### src/rtl/matrix_pkg.sv
// -----------------------------------------------------------------------------
// matrix_pkg
//   Shared definitions for the element-wise matrix unit:
//     mode_e   - operation encodings (scalar mul, add, sub, Hadamard)
//     state_e  - control FSM states
//     dim_w    - width needed to hold a dimension value 0..max_dim
//     ceil_div - integer ceiling division used for the beat count
// -----------------------------------------------------------------------------
package matrix_pkg;

  typedef enum logic [1:0] {
    MODE_SMUL = 2'b00,  // A * scalar
    MODE_ADD  = 2'b01,  // A + B
    MODE_SUB  = 2'b10,  // A - B
    MODE_HAD  = 2'b11   // A .* B
  } mode_e;

  typedef enum logic [1:0] {
    ST_IDLE = 2'd0,
    ST_RUN  = 2'd1,
    ST_FIN  = 2'd2
  } state_e;

  // Bits needed to represent every dimension value 0..max_dim inclusive.
  function automatic int dim_w(input int max_dim);
    return $clog2(max_dim + 1);
  endfunction

  function automatic int ceil_div(input int n, input int d);
    return (n + d - 1) / d;
  endfunction

endpackage

### src/rtl/matrix_elem_alu.sv
// -----------------------------------------------------------------------------
// matrix_elem_alu
//   One combinational lane of the element-wise matrix unit.
//   Ports:
//     mode        - operation select (mode_e)
//     a           - element of A
//     b_or_scalar - element of B, or the latched scalar in MODE_SMUL
//     result      - wrapped (SATURATE=0) or clamped (SATURATE=1) result
//   Multiplies keep the full 2*DATA_WIDTH product and add keeps the carry,
//   so the clamp decision sees the true overflow; subtract clamps to 0 on
//   borrow.
// -----------------------------------------------------------------------------
module matrix_elem_alu
  import matrix_pkg::*;
#(
  parameter int DATA_WIDTH = 9,
  parameter int SATURATE   = 0
) (
  input  mode_e                 mode,
  input  logic [DATA_WIDTH-1:0] a,
  input  logic [DATA_WIDTH-1:0] b_or_scalar,
  output logic [DATA_WIDTH-1:0] result
);

  localparam logic [DATA_WIDTH-1:0] MAX_VAL = '1;
  localparam bit                    SAT     = (SATURATE != 0);

  logic [2*DATA_WIDTH-1:0] product;
  logic [DATA_WIDTH:0]     sum;
  logic [DATA_WIDTH:0]     diff;

  assign product = {{DATA_WIDTH{1'b0}}, a} * {{DATA_WIDTH{1'b0}}, b_or_scalar};
  assign sum     = {1'b0, a} + {1'b0, b_or_scalar};
  // Top bit of diff is the borrow out of the unsigned subtraction.
  assign diff    = {1'b0, a} - {1'b0, b_or_scalar};

  always_comb begin
    // NOTE: every combinational output gets a default first so no path
    // through the case can leave it unassigned and infer a latch.
    result = '0;
    case (mode)
      MODE_SMUL,
      MODE_HAD: result = (SAT && (|product[2*DATA_WIDTH-1:DATA_WIDTH]))
                         ? MAX_VAL : product[DATA_WIDTH-1:0];
      MODE_ADD: result = (SAT && sum[DATA_WIDTH]) ? MAX_VAL : sum[DATA_WIDTH-1:0];
      MODE_SUB: result = (SAT && diff[DATA_WIDTH]) ? '0 : diff[DATA_WIDTH-1:0];
      default:  result = '0;
    endcase
  end

endmodule

### src/rtl/matrix_elementwise.sv
// -----------------------------------------------------------------------------
// matrix_elementwise
//   Element-wise matrix unit (scalar mul, add, sub, Hadamard) on a row-major
//   MAX_DIM x MAX_DIM matrix with fixed stride MAX_DIM. LANES elements are
//   produced per beat; a full matrix takes ceil(MAX_DIM^2 / LANES) beats.
//   Ports:
//     clk, reset_n       - clock, asynchronous active-low reset
//     start              - request, accepted only in IDLE
//     abort              - cancel while running (clears result outputs)
//     mode               - 00 A*scalar, 01 A+B, 10 A-B, 11 A.*B
//     r, c / r_b, c_b    - dimensions of A / B (B ignored for scalar mul)
//     scalar             - scalar operand, latched on accept
//     mat_a, mat_b       - operands, element k at [k*DATA_WIDTH +: DATA_WIDTH];
//                          not latched, must stay stable while busy
//     busy               - computation in progress
//     done               - one-cycle completion pulse (also on rejection)
//     error              - last request was rejected
//     r_out, c_out       - dimensions of the result
//     mat_out            - result matrix; elements outside r_out x c_out are 0
// -----------------------------------------------------------------------------
module matrix_elementwise
  import matrix_pkg::*;
#(
  parameter  int DATA_WIDTH = 9,
  parameter  int MAX_DIM    = 5,
  parameter  int LANES      = 5,
  parameter  int SATURATE   = 0,
  localparam int DIM_W      = dim_w(MAX_DIM),
  localparam int N_ELEM     = MAX_DIM * MAX_DIM,
  localparam int MAT_W      = N_ELEM * DATA_WIDTH
) (
  input  logic                  clk,
  input  logic                  reset_n,
  input  logic                  start,
  input  logic                  abort,
  input  logic [1:0]            mode,
  input  logic [DIM_W-1:0]      r,
  input  logic [DIM_W-1:0]      c,
  input  logic [DIM_W-1:0]      r_b,
  input  logic [DIM_W-1:0]      c_b,
  input  logic [DATA_WIDTH-1:0] scalar,
  input  logic [MAT_W-1:0]      mat_a,
  input  logic [MAT_W-1:0]      mat_b,
  output logic                  busy,
  output logic                  done,
  output logic                  error,
  output logic [DIM_W-1:0]      r_out,
  output logic [DIM_W-1:0]      c_out,
  output logic [MAT_W-1:0]      mat_out
);

  localparam int NB     = ceil_div(N_ELEM, LANES);
  // The last beat may be partial; operand views are padded to a whole
  // number of beats so the lane muxes never index past the matrix.
  localparam int PAD    = NB * LANES;
  localparam int BEAT_W = (NB > 1) ? $clog2(NB) : 1;
  localparam logic [BEAT_W-1:0] LAST_BEAT = BEAT_W'(NB - 1);

  state_e                state;
  logic [BEAT_W-1:0]     beat;
  mode_e                 mode_q;
  logic [DATA_WIDTH-1:0] scalar_q;

  logic [DATA_WIDTH-1:0] a_elem   [PAD];
  logic [DATA_WIDTH-1:0] b_elem   [PAD];
  logic [DATA_WIDTH-1:0] lane_a   [LANES];
  logic [DATA_WIDTH-1:0] lane_b   [LANES];
  logic [DATA_WIDTH-1:0] lane_res [LANES];
  logic                  wr_en    [N_ELEM];
  logic [DATA_WIDTH-1:0] wr_val   [N_ELEM];

  logic dims_bad;
  logic shape_bad;
  logic req_bad;

  // ---------------------------------------------------------------------------
  // Request validation: A must fit the array; B must match A except for
  // scalar multiply, which has no second matrix.
  // ---------------------------------------------------------------------------
  assign dims_bad  = (r == '0) || (r > DIM_W'(MAX_DIM)) ||
                     (c == '0) || (c > DIM_W'(MAX_DIM));
  assign shape_bad = (mode != MODE_SMUL) && ((r_b != r) || (c_b != c));
  assign req_bad   = dims_bad || shape_bad;

  // ---------------------------------------------------------------------------
  // Element views of the flat operand buses, zero-padded to PAD entries.
  // ---------------------------------------------------------------------------
  for (genvar k = 0; k < PAD; k++) begin : g_pad
    if (k < N_ELEM) begin : g_real
      assign a_elem[k] = mat_a[k*DATA_WIDTH +: DATA_WIDTH];
      assign b_elem[k] = mat_b[k*DATA_WIDTH +: DATA_WIDTH];
    end else begin : g_fill
      assign a_elem[k] = '0;
      assign b_elem[k] = '0;
    end
  end

  // ---------------------------------------------------------------------------
  // Lane operand select: lane l of beat j works on element j*LANES + l.
  // ---------------------------------------------------------------------------
  always_comb begin
    for (int l = 0; l < LANES; l++) begin
      lane_a[l] = '0;
      lane_b[l] = '0;
      for (int j = 0; j < NB; j++) begin
        if (beat == BEAT_W'(j)) begin
          lane_a[l] = a_elem[j*LANES + l];
          lane_b[l] = b_elem[j*LANES + l];
        end
      end
      if (mode_q == MODE_SMUL) begin
        lane_b[l] = scalar_q;
      end
    end
  end

  for (genvar l = 0; l < LANES; l++) begin : g_lane
    matrix_elem_alu #(
      .DATA_WIDTH (DATA_WIDTH),
      .SATURATE   (SATURATE)
    ) u_alu (
      .mode        (mode_q),
      .a           (lane_a[l]),
      .b_or_scalar (lane_b[l]),
      .result      (lane_res[l])
    );
  end

  // ---------------------------------------------------------------------------
  // Per-element write enable and value for the current beat. Element k is
  // owned by beat k/LANES, lane k%LANES; elements outside the r_out x c_out
  // window are written as zero so stale data never leaks into the result.
  // ---------------------------------------------------------------------------
  for (genvar k = 0; k < N_ELEM; k++) begin : g_elem
    logic in_window;
    assign in_window = (DIM_W'(k / MAX_DIM) < r_out) &&
                       (DIM_W'(k % MAX_DIM) < c_out);
    assign wr_en[k]  = (beat == BEAT_W'(k / LANES));
    assign wr_val[k] = in_window ? lane_res[k % LANES] : '0;
  end

  // ---------------------------------------------------------------------------
  // Control FSM and registered outputs.
  // ---------------------------------------------------------------------------
  always_ff @(posedge clk or negedge reset_n) begin
    if (!reset_n) begin
      state    <= ST_IDLE;
      beat     <= '0;
      mode_q   <= MODE_SMUL;
      scalar_q <= '0;
      busy     <= 1'b0;
      done     <= 1'b0;
      error    <= 1'b0;
      r_out    <= '0;
      c_out    <= '0;
      // NOTE: the result bank is an output that must read 0 out of reset,
      // so it is reset as a whole rather than left uninitialised like RAM.
      mat_out  <= '0;
    end else begin
      // NOTE: sequential state uses non-blocking assignments so every
      // register samples pre-edge values regardless of statement order.
      done <= 1'b0;
      case (state)
        ST_IDLE: begin
          if (start) begin
            if (req_bad) begin
              // Rejected: outputs keep their previous result.
              error <= 1'b1;
              done  <= 1'b1;
              state <= ST_FIN;
            end else begin
              mode_q   <= mode_e'(mode);
              scalar_q <= scalar;
              r_out    <= r;
              c_out    <= c;
              error    <= 1'b0;
              busy     <= 1'b1;
              beat     <= '0;
              state    <= ST_RUN;
            end
          end
        end

        ST_RUN: begin
          if (abort) begin
            // Abort takes priority over the final beat.
            busy    <= 1'b0;
            beat    <= '0;
            r_out   <= '0;
            c_out   <= '0;
            mat_out <= '0;
            state   <= ST_IDLE;
          end else begin
            for (int k = 0; k < N_ELEM; k++) begin
              if (wr_en[k]) begin
                mat_out[k*DATA_WIDTH +: DATA_WIDTH] <= wr_val[k];
              end
            end
            if (beat == LAST_BEAT) begin
              busy  <= 1'b0;
              done  <= 1'b1;
              state <= ST_FIN;
            end else begin
              beat <= beat + 1'b1;
            end
          end
        end

        ST_FIN: begin
          // done drops via the default above; start is not sampled here.
          state <= ST_IDLE;
        end

        default: begin
          state <= ST_IDLE;
        end
      endcase
    end
  end

endmodule

### config.mk
export PLATFORM = sky130hd
export DESIGN_NAME = matrix_elementwise
export DESIGN_NICKNAME = d
export VERILOG_FILES = /design/src/rtl/matrix_pkg.sv /design/src/rtl/matrix_elem_alu.sv /design/src/rtl/matrix_elementwise.sv
export SDC_FILE = /design/constraint.sdc
export NUM_CORES = 1
export LEC_CHECK = 0
export BUFFER_PORTS_ARGS = -buffer_cell sky130_fd_sc_hd__buf_2
export CAP_MARGIN = 5
export CORE_AREA = 2 2 279 281
export CTS_CLUSTER_SIZE = 30
export DETAILED_ROUTE_END_ITERATION = 10
export DIE_AREA = 0 0 281 283
export PLACE_DENSITY = 0.48
export SYNTH_ARGS = -nofsm -noshare
export SYNTH_HDL_FRONTEND = slang
export SYNTH_SLANG_ARGS = --single-unit
### constraint.sdc
create_clock -name clk -period 13.15 [get_ports clk]
set_clock_uncertainty 0.05 [all_clocks]
set_input_delay 1.9725 -clock clk [delete_from_list [all_inputs] [get_ports clk]]
set_output_delay 1.9725 -clock clk [all_outputs]
set_load 0.05 [all_outputs]
==> impl_results.md, run 1 <==
- CP required: 13.60 ns
- Crit-path max FO: 38
- Total number of vias: 23600
- Std-Cell Rows: 102
- Ys flop type: dfrtp_1
- Reg area: roughly 6300 um^2
- Async S/R FF share, synth: 100%
- Synth top area share: 27.4%
- Setup crit start: beat[2]$_DFFE_PN0P_
- Routed Wire Length: 122 mm
- Status: complete, no violations
- Yosys warnings: 0
- Die area: 79500 um^2
- Number of max-cap violations: 0
- Max-slew violations: 0
- Synth top cells by count: nand2_1 (430), dfrtp_1 (250), o21ai_0 (234), inv_1 (216), nor2_1 (169)
- First-pass GRT wire length: 171 mm
- Worst Path Arrival: 9.03 ns
- Final Cycle Share: 65.2%
- Peak Freq: 0.117 GHz
- Syn nets: 3418
- Starting Density: 29.8%
- Mean Syn Cell Area: 8.43 um^2
- GR Overflow Total: 0
- RePlAce Congestion: 0.950
- Io pins: approximately 710
- Resized Gates After CTS: 0
- Inserted Clock Buffers: 28
- RSZ-0062 raised after global routing: no
- Yosys reg bits: 250
- Setup TNS Final: 0 ns
- Final-report setup violation count: 0
- CTS tree: yes
- Mapped cell area: roughly 23000 um^2
- Htree depth: 1
- Initial DRC Count: 1812
- EDFF count, synth: 0
- CTS clock-pin slew for the worst setup and hold paths: around 0.060 ns
- Min-delay worst type: reg2reg
- Reg-to-reg startpoint: beat[2]$_DFFE_PN0P_
- Die Y: 283 um
- GRT Total Usage: between 20 and 30%
- Fill cell count: 8190
- Sequential share of the synthesized area: 27.4%
- Hold path start: mat_out[54]$_DFFE_PN0P_
- Mapped Cells: 2709
- ANT nets after route: 0
- Leading area contributor after synthesis: dfrtp_1
- Area Overhead vs Synth: 23.9%
- Routed WL per cell: 27.5 um
- Post-CTS setup buffers: 0
- Largest cells by area after synthesis: dfrtp_1 (27%), fa_1 (7.9%), ha_1 (7.8%)
- Later-pin clock latency in the skew report: between 0.5 and 0.6 ns
- Residual DRC: 0
- Area of the multi-input gates: 14900 um^2
- Post-CTS Hold Buffers: 0
- CP Capture Type: flip-flop
- Synth unique cells: approximately 110
- CP Launch Type: flip-flop
- CTS Root Cell: clkbuf_16
- Most common cell in the netlist: nand2_1
- Pre-antenna DRT Iters: 6
- Clock period minus worst slack: 8.57 ns
- Longest Clk Path Bufs: 3
- Port Buffer Count: 710
- Via-to-Cell Ratio: 5.34
- Clk sinks: 250
- WS Path Type: reg2reg
- Initial antenna violation count: 30
- Post-DP HPWL: 98.4 mm
- Worst-Margin Slew: 1.22 ns
- Worst Hold Margin: 0.421 ns
- DIE WIDTH: 281 um
- Layout cells sized above 1: 26.8%
- Core footprint: between 70000 and 80000 um^2
- Slew headroom: 16.6%
- Vias in the first global route: approximately 24000
- Largest net degree at the start of global routing: 146
- Final hold vios: 0
- # nets final: between 4000 and 5000
==> worst max-delay path: stages (launching register included) <==
cell	delay, ns
dfrtp_4	0.64
clkinv_1	0.54
ha_4	0.54
a21oi_2	0.66
nand3_1	0.82
a311oi_2	0.62
nor3_1	0.25
nand2_1	0.14
fa_1	0.43
fa_1	0.52
inv_1	0.06
fa_1	0.55
inv_1	0.06
fa_1	0.47
inv_1	0.04
ha_1	0.30
a21oi_1	0.17
xnor2_1	0.16
xnor2_1	0.14
xnor3_1	0.42
xnor3_1	0.41
mux2i_4	0.30
a22o_1	0.19
==> final timing paths <==
check / to / slack (ns) / depth (start not counted)
worst max-delay path: mat_out[44]$_DFFE_PN0P_ / 4.58 / 22
worst min-delay path: mat_out[54]$_DFFE_PN0P_ / 0.42 / 2
worst max register to register: mat_out[44]$_DFFE_PN0P_ / 4.58 / 22
worst min register to register: mat_out[54]$_DFFE_PN0P_ / 0.42 / 2
max in group asynchronous: mat_out[25]$_DFFE_PN0P_ / 10.21 / 2
min in group asynchronous: mat_out[82]$_DFFE_PN0P_ / 1.42 / 1
==> layout by cell type, fill, tap and decap left out, types with 15 or more instances in the layout <==
master,instances
nand2b_1,33
o221ai_1,19
a22oi_1,28
and2_1,29
nand3b_1,43
clkbuf_16,29
o211ai_1,15
a221oi_1,26
diode_2,27
buf_2,709
o21ai_1,52
nor2b_1,44
and3_1,25
inv_1,216
o31ai_1,18
or3_1,17
nor2_1,169
nand3_1,32
ha_1,137
dfrtp_1,249
a22o_1,22
buf_4,43
fa_1,90
xor2_1,39
mux2i_1,24
o21ai_0,231
xnor2_1,105
nand2_1,430
a31oi_1,28
o21a_1,15
a21o_1,18
nor3_1,23
a21oi_1,124
==> routing by layer <==
layer	part of all wire, %	GRT usage [%]	vias up
met2	47	49.0	1061
met5	0.034	0	-
li1	-	-	10700
met1	41	37.6	11600
met3	5.9	3.61	201
met4	5.9	16.8	6
==> through the flow <==
stage	setup slack [ns]	instances	utilization, %	instance area (um^2)
detailed placement	4.77	4340	35.5	27200
finish	4.58	4418	36.9	28300
global route	4.18	4413	36.9	28300
floorplan	6.15	2709	-	22800
global placement	4.90	4340	35.5	27200
CTS	4.74	4391	36.8	28200
==> logic make-up after synthesis <==
family,after synthesis,synth area share [%]
and+or+nand+nor,887,18.0
AOI/OAI and AO/OA,758,22.6
buffers and inverters,386,7.71
DFF,250,27.4
adders and majority gates,234,15.8
xor gates and xnor gates,156,6.68
muxes,38,1.85
==> cell type report <==
cell class / instances / area share [%]
clock inverter: 8 / 0.460
antenna: 27 / 0.239
clock buffer: 43 / 3.03
inverter: 223 / 2.96
multi-input combinational: 2073 / 52.8
sequential: 250 / 22.1
tap: 1040 / 4.60
timing repair buffer: 754 / 13.8
==> state kept, by name (all words and copies together), names as in the netlist, 2 cells and up <==
| register | cells |
|---|---|
| mode_q | 2 |
| r_out | 3 |
| scalar_q | 9 |
| c_out | 3 |
| state | 2 |
| beat | 3 |
| mat_out | 225 |
Power of run 1 is not shown: default switching activity piles up to over one toggle a cycle in this logic, so the estimate is an artifact.
==> run 2: changes to the inputs <==
- clock period: 13.15 -> 8.66 ns (I/O delays scaled with it)
==> impl_results.md, run 2 (synthesis gave the netlist of run 1 again) <==
- Longest Clk Path Bufs: 3
- Worst path max stage delay: 0.83 ns
- Peak Freq: roughly 0.13 GHz
- Htree depth: 1
- Status: complete, no violations
- Largest net degree at the start of global routing: roughly 150
- Pre-antenna DRT Iters: 5
- Cell repeated most along the worst path: inv_1
- Commonest non-fill, non-tap cells in the layout: buf_2 (709), nand2_1 (430), dfrtp_1 (249)
- Non-Filler Instances: approximately 4400
- Area Overhead vs Synth: 25.0%
- GR Overflow Total: 0
- Most common cell after layout, fill and taps aside: buf_2
- Slew headroom: 20.1%
- Routed WL per cell: around 27 um
- CP Capture Type: flip-flop
- Largest register FFs: ~230
- Crit path buf inv count: 7
- Std-Cell Rows: 102
- Post-CTS setup buffers: 0
- Number of max-cap violations: 0
- Final-report setup violation count: 0
- CP max-delay cell: o21ai_1
- Initial DRC Count: 1919
- CP Launch Type: flip-flop
- Inserted Clock Buffers: 29
- Later-pin clock latency in the skew report: approximately 0.6 ns
- Clock period minus worst slack: 7.62 ns
- RePlAce Congestion: ~0.95
- Setup TNS Final: 0 ns
- Io pins: 711
- Core footprint: 76700 um^2
- Hold depth: 2
- Reg with most FFs: mat_out
- Die area: ~80000 um^2
- Final Cycle Share: 88.0%
- Crit. path cell count: 27
- CTS clock-pin slew for the worst setup and hold paths: 0.06 ns
- Worst-Margin Slew: 1.19 ns
- Starting Density: just under 30%
- Residual DRC: 0
- Crit-path max FO: 61
- Routed Wire Length: between 100 and 150 mm
- WS Path Type: reg2reg
- CP required: 9.14 ns
- RSZ-0062 raised after global routing: no
- Min-delay worst type: reg2reg
- DIE WIDTH: between 200 and 300 um
- Clk sinks: 250
- Initial antenna violation count: 36
- Port Buffer Count: 710
- GRT Total Usage: a little under 30%
- Resized Gates After CTS: 0
- Post-DP HPWL: 98.5 mm
- Final hold vios: 0
- Post-CTS Hold Buffers: 0
- Max-slew violations: 0
- FF-to-FF setup slack: 1.04 ns
- Crit-path leading delay family: adder cells
- CTS Root Cell: clkbuf_16
- Regs by FF count: mat_out x225, scalar_q x9
- ANT nets after route: 0
- Layout cells sized above 1: 27.5%
- CTS tree: yes
- Total number of vias: 23500
- Cell count after placement: 4370
- Reg2Reg Depth: 27
- First-pass GRT wire length: 170 mm
- Vias in the first global route: roughly 24000
- # nets final: roughly 4100
- Die Y: 283 um
- Via-to-Cell Ratio: 5.28
- Worst Path Arrival: ~8.1 ns
-- run 2: cell count changes in the layout (fill, tap and decap cells not counted), moves of 2 or more --
| cell | previous run | this run |
|---|---|---|
| buf_12 | 1 | 3 |
| clkinv_2 | 1 | 4 |
| clkinvlp_4 | 2 | 0 |
| buf_4 | 43 | 71 |
| inv_6 | 0 | 4 |
-- run 2: layout make-up --
class	instances	area [um^2]
repair buffers	784	4160
fillers	8238	48200
diodes	26	65.1
clock buffers	41	841
clock inverters	12	135
flip-flops and latches	250	6260
inverters	223	837
well taps	1040	1300
multi-input cells	2073	14900
-- run 2: worst min-delay path, stage by stage, from the launching register on --
cell     delay, ns
dfrtp_1       0.33
nand2_1       0.04
o21ai_0       0.06
-- run 2: final timing paths --
| kind | from | end |
|---|---|---|
| worst max register to register | beat[0]$_DFFE_PN0P_ | mat_out[44]$_DFFE_PN0P_ |
| min in group asynchronous | reset_n | mat_out[42]$_DFFE_PN0P_ |
| worst min register to register | mat_out[9]$_DFFE_PN0P_ | mat_out[9]$_DFFE_PN0P_ |
| worst min-delay path | mat_out[9]$_DFFE_PN0P_ | mat_out[9]$_DFFE_PN0P_ |
| worst max-delay path | beat[0]$_DFFE_PN0P_ | mat_out[44]$_DFFE_PN0P_ |
| max in group asynchronous | reset_n | mat_out[136]$_DFFE_PN0P_ |
-- run 2: through the flow --
step	utilization [%]	cell area [um^2]	hold slack, ns	setup WS (ns)
3_5_place_dp	35.9	27500	0.416	1.16
2_1_floorplan	-	22800	0.422	2.34
3_3_place_gp	35.9	27500	0.408	1.23
5_1_grt	37.2	28500	0.448	0.670
6_report	37.2	28500	0.420	1.04
4_1_cts	37.1	28500	0.429	1.13
-- run 2: routing by layer --
metal,GRT usage (%),up-vias,share of wire (%)
li1,-,10700,-
met1,37.5,11500,41
met2,48.8,1012,47
met3,3.70,204,6.0
met4,15.4,14,5.4
met5,0,-,0.075
Power of run 2 is left out for the same reason.
==> run 3: changes to the inputs <==
- CELL_PAD_IN_SITES_DETAIL_PLACEMENT: unset -> 1
- CELL_PAD_IN_SITES_GLOBAL_PLACEMENT: unset -> 2
- CORE_AREA: 2 2 279 281 -> unset
- CORE_MARGIN: unset -> 2
- CORE_UTILIZATION: unset -> 30
- DIE_AREA: 0 0 281 283 -> unset
- PLACE_DENSITY: 0.48 -> 0.79
==> impl_results.md, run 3 (synthesis gave the netlist of run 1 again) <==
- Layout cells sized above 1: 27.0%
- Total number of vias: 23800
- Die area: slightly below 80000 um^2
- Setup crit start: beat[0]$_DFFE_PN0P_
- CP Capture Type: flip-flop
- Clk sinks: 250
- Hold path start: mat_out[69]$_DFFE_PN0P_
- CP max-delay cell: a211oi_1
- Commonest non-fill, non-tap cells in the layout: buf_2 (709), nand2_1 (430), dfrtp_1 (249)
- Area Overhead vs Synth: 23.6%
- Die Y: 280 um
- GR Overflow Total: 0
- Inserted Clock Buffers: 29
- Cell repeated most along the worst path: inv_1
- RePlAce Congestion: 0.962
- Later-pin clock latency in the skew report: 0.57 ns
- Regs by FF count: mat_out x225, scalar_q x9
- Post-DP HPWL: around 100 mm
- GRT Total Usage: 31.2%
- Io pins: 711
- Largest register FFs: 225
- Pre-antenna DRT Iters: 6
- WS Path Type: reg2reg
- Post-CTS Hold Buffers: 0
- Final Cycle Share: 88.4%
- Htree depth: 1
- First-pass GRT wire length: 178 mm
- Longest Clk Path Bufs: 3
- Core footprint: approximately 76000 um^2
- Vias in the first global route: 24800
- FF-to-FF setup slack: roughly 1.0 ns
- Worst path max stage delay: between 0.8 and 0.9 ns
- Setup TNS Final: 0 ns
- Most common cell after layout, fill and taps aside: buf_2
- Post-CTS setup buffers: 0
- Worst Path Arrival: 8.04 ns
- Min-delay worst type: reg2reg
- Final hold vios: 0
- Initial antenna violation count: 21
- RSZ-0062 raised after global routing: no
- Number of max-cap violations: 0
- Std-Cell Rows: 101
- Worst-Margin Slew: ~1.3 ns
- Largest net degree at the start of global routing: 149
- Routed Wire Length: 126 mm
- DIE WIDTH: 280 um
- CP required: 9.04 ns
- CTS clock-pin slew for the worst setup and hold paths: approximately 0.06 ns
- Reg2Reg Depth: 25
- # nets final: between 4000 and 5000
- Port Buffer Count: between 700 and 800
- Routed WL per cell: 28.9 um
- Max-slew violations: 0
- Crit-path max FO: 38
- Crit path buf inv count: 5
- Initial DRC Count: 1838
- Endpoint, Worst Hold: mat_out[69]$_DFFE_PN0P_
- ANT nets after route: 0
- CTS tree: yes
- Slew headroom: 11.0%
- Reg with most FFs: mat_out
- Clock period minus worst slack: 7.66 ns
- Crit-path leading delay family: adder cells
- Via-to-Cell Ratio: 5.48
- Hold depth: 2
- Status: complete, no violations
- Final-report setup violation count: 0
- Starting Density: 30.2%
- CP Launch Type: flip-flop
- R2R Path End: mat_out[197]$_DFFE_PN0P_
- Resized Gates After CTS: 0
- Peak Freq: 0.131 GHz
- Residual DRC: 0
- CTS Root Cell: clkbuf_16
- Reg-to-reg startpoint: beat[0]$_DFFE_PN0P_
-- run 3: cell types whose count changed in the layout (fill, tap and decap cells not counted), moves of 2 or more --
| cell | before | now |
|---|---|---|
| clkbuf_1 | 5 | 9 |
| diode_2 | 26 | 8 |
| inv_6 | 4 | 1 |
| clkbuf_8 | 7 | 1 |
| clkinvlp_4 | 0 | 2 |
| buf_4 | 71 | 57 |
-- run 3: tightest hold or removal path, stage by stage, from the launching register on --
cell and delay [ns]:
dfrtp_1 0.33, nand2_1 0.05, o21ai_0 0.06
-- run 3: per-stage QoR --
| step | area, um^2 | hold slack, ns | setup WS, ns | cells | util, % |
|---|---|---|---|---|---|
| after floorplan | 22800 | 0.422 | 2.34 | 2709 | - |
| after global placement | 27300 | 0.408 | 1.24 | 4294 | 36.1 |
| after detailed placement | 27300 | 0.416 | 1.06 | 4294 | 36.1 |
| after CTS | 28200 | 0.429 | 1.02 | 4342 | 37.3 |
| after global routing | 28200 | 0.449 | 0.553 | 4349 | 37.3 |
| final | 28200 | 0.423 | 1.00 | 4350 | 37.3 |
-- run 3: cell type report --
class / instances / area, um^2
fill: 9265 / 47500
multi-input combinational: 2073 / 14900
clock inverter: 9 / 104
sequential: 250 / 6260
inverter: 223 / 837
antenna: 8 / 20.0
clock buffer: 39 / 773
tap: 978 / 1220
timing repair buffer: 770 / 4050
-- run 3: worst max-delay path by stage --
stage / end / slack, ns / cells after the start
5_1_grt: mat_out[197]$_DFFE_PN0P_ / 0.55 / 25
3_3_place_gp: mat_out[44]$_DFFE_PN0P_ / 1.24 / 22
3_5_place_dp: mat_out[197]$_DFFE_PN0P_ / 1.06 / 25
2_1_floorplan: mat_out[134]$_DFFE_PN0P_ / 2.34 / 19
6_report: mat_out[197]$_DFFE_PN0P_ / 1.00 / 25
4_1_cts: mat_out[197]$_DFFE_PN0P_ / 1.02 / 25
-- run 3: layer usage --
| metal | vias up | part of all wire (%) | global-route usage [%] |
|---|---|---|---|
| met4 | 8 | 5.8 | 16.4 |
| met5 | - | 0.047 | 0 |
| met3 | 256 | 5.8 | 4.66 |
| met2 | 947 | 47 | 52.4 |
| met1 | 12000 | 41 | 38.8 |
| li1 | 10600 | - | - |
Power of run 3 is left out for the same reason.
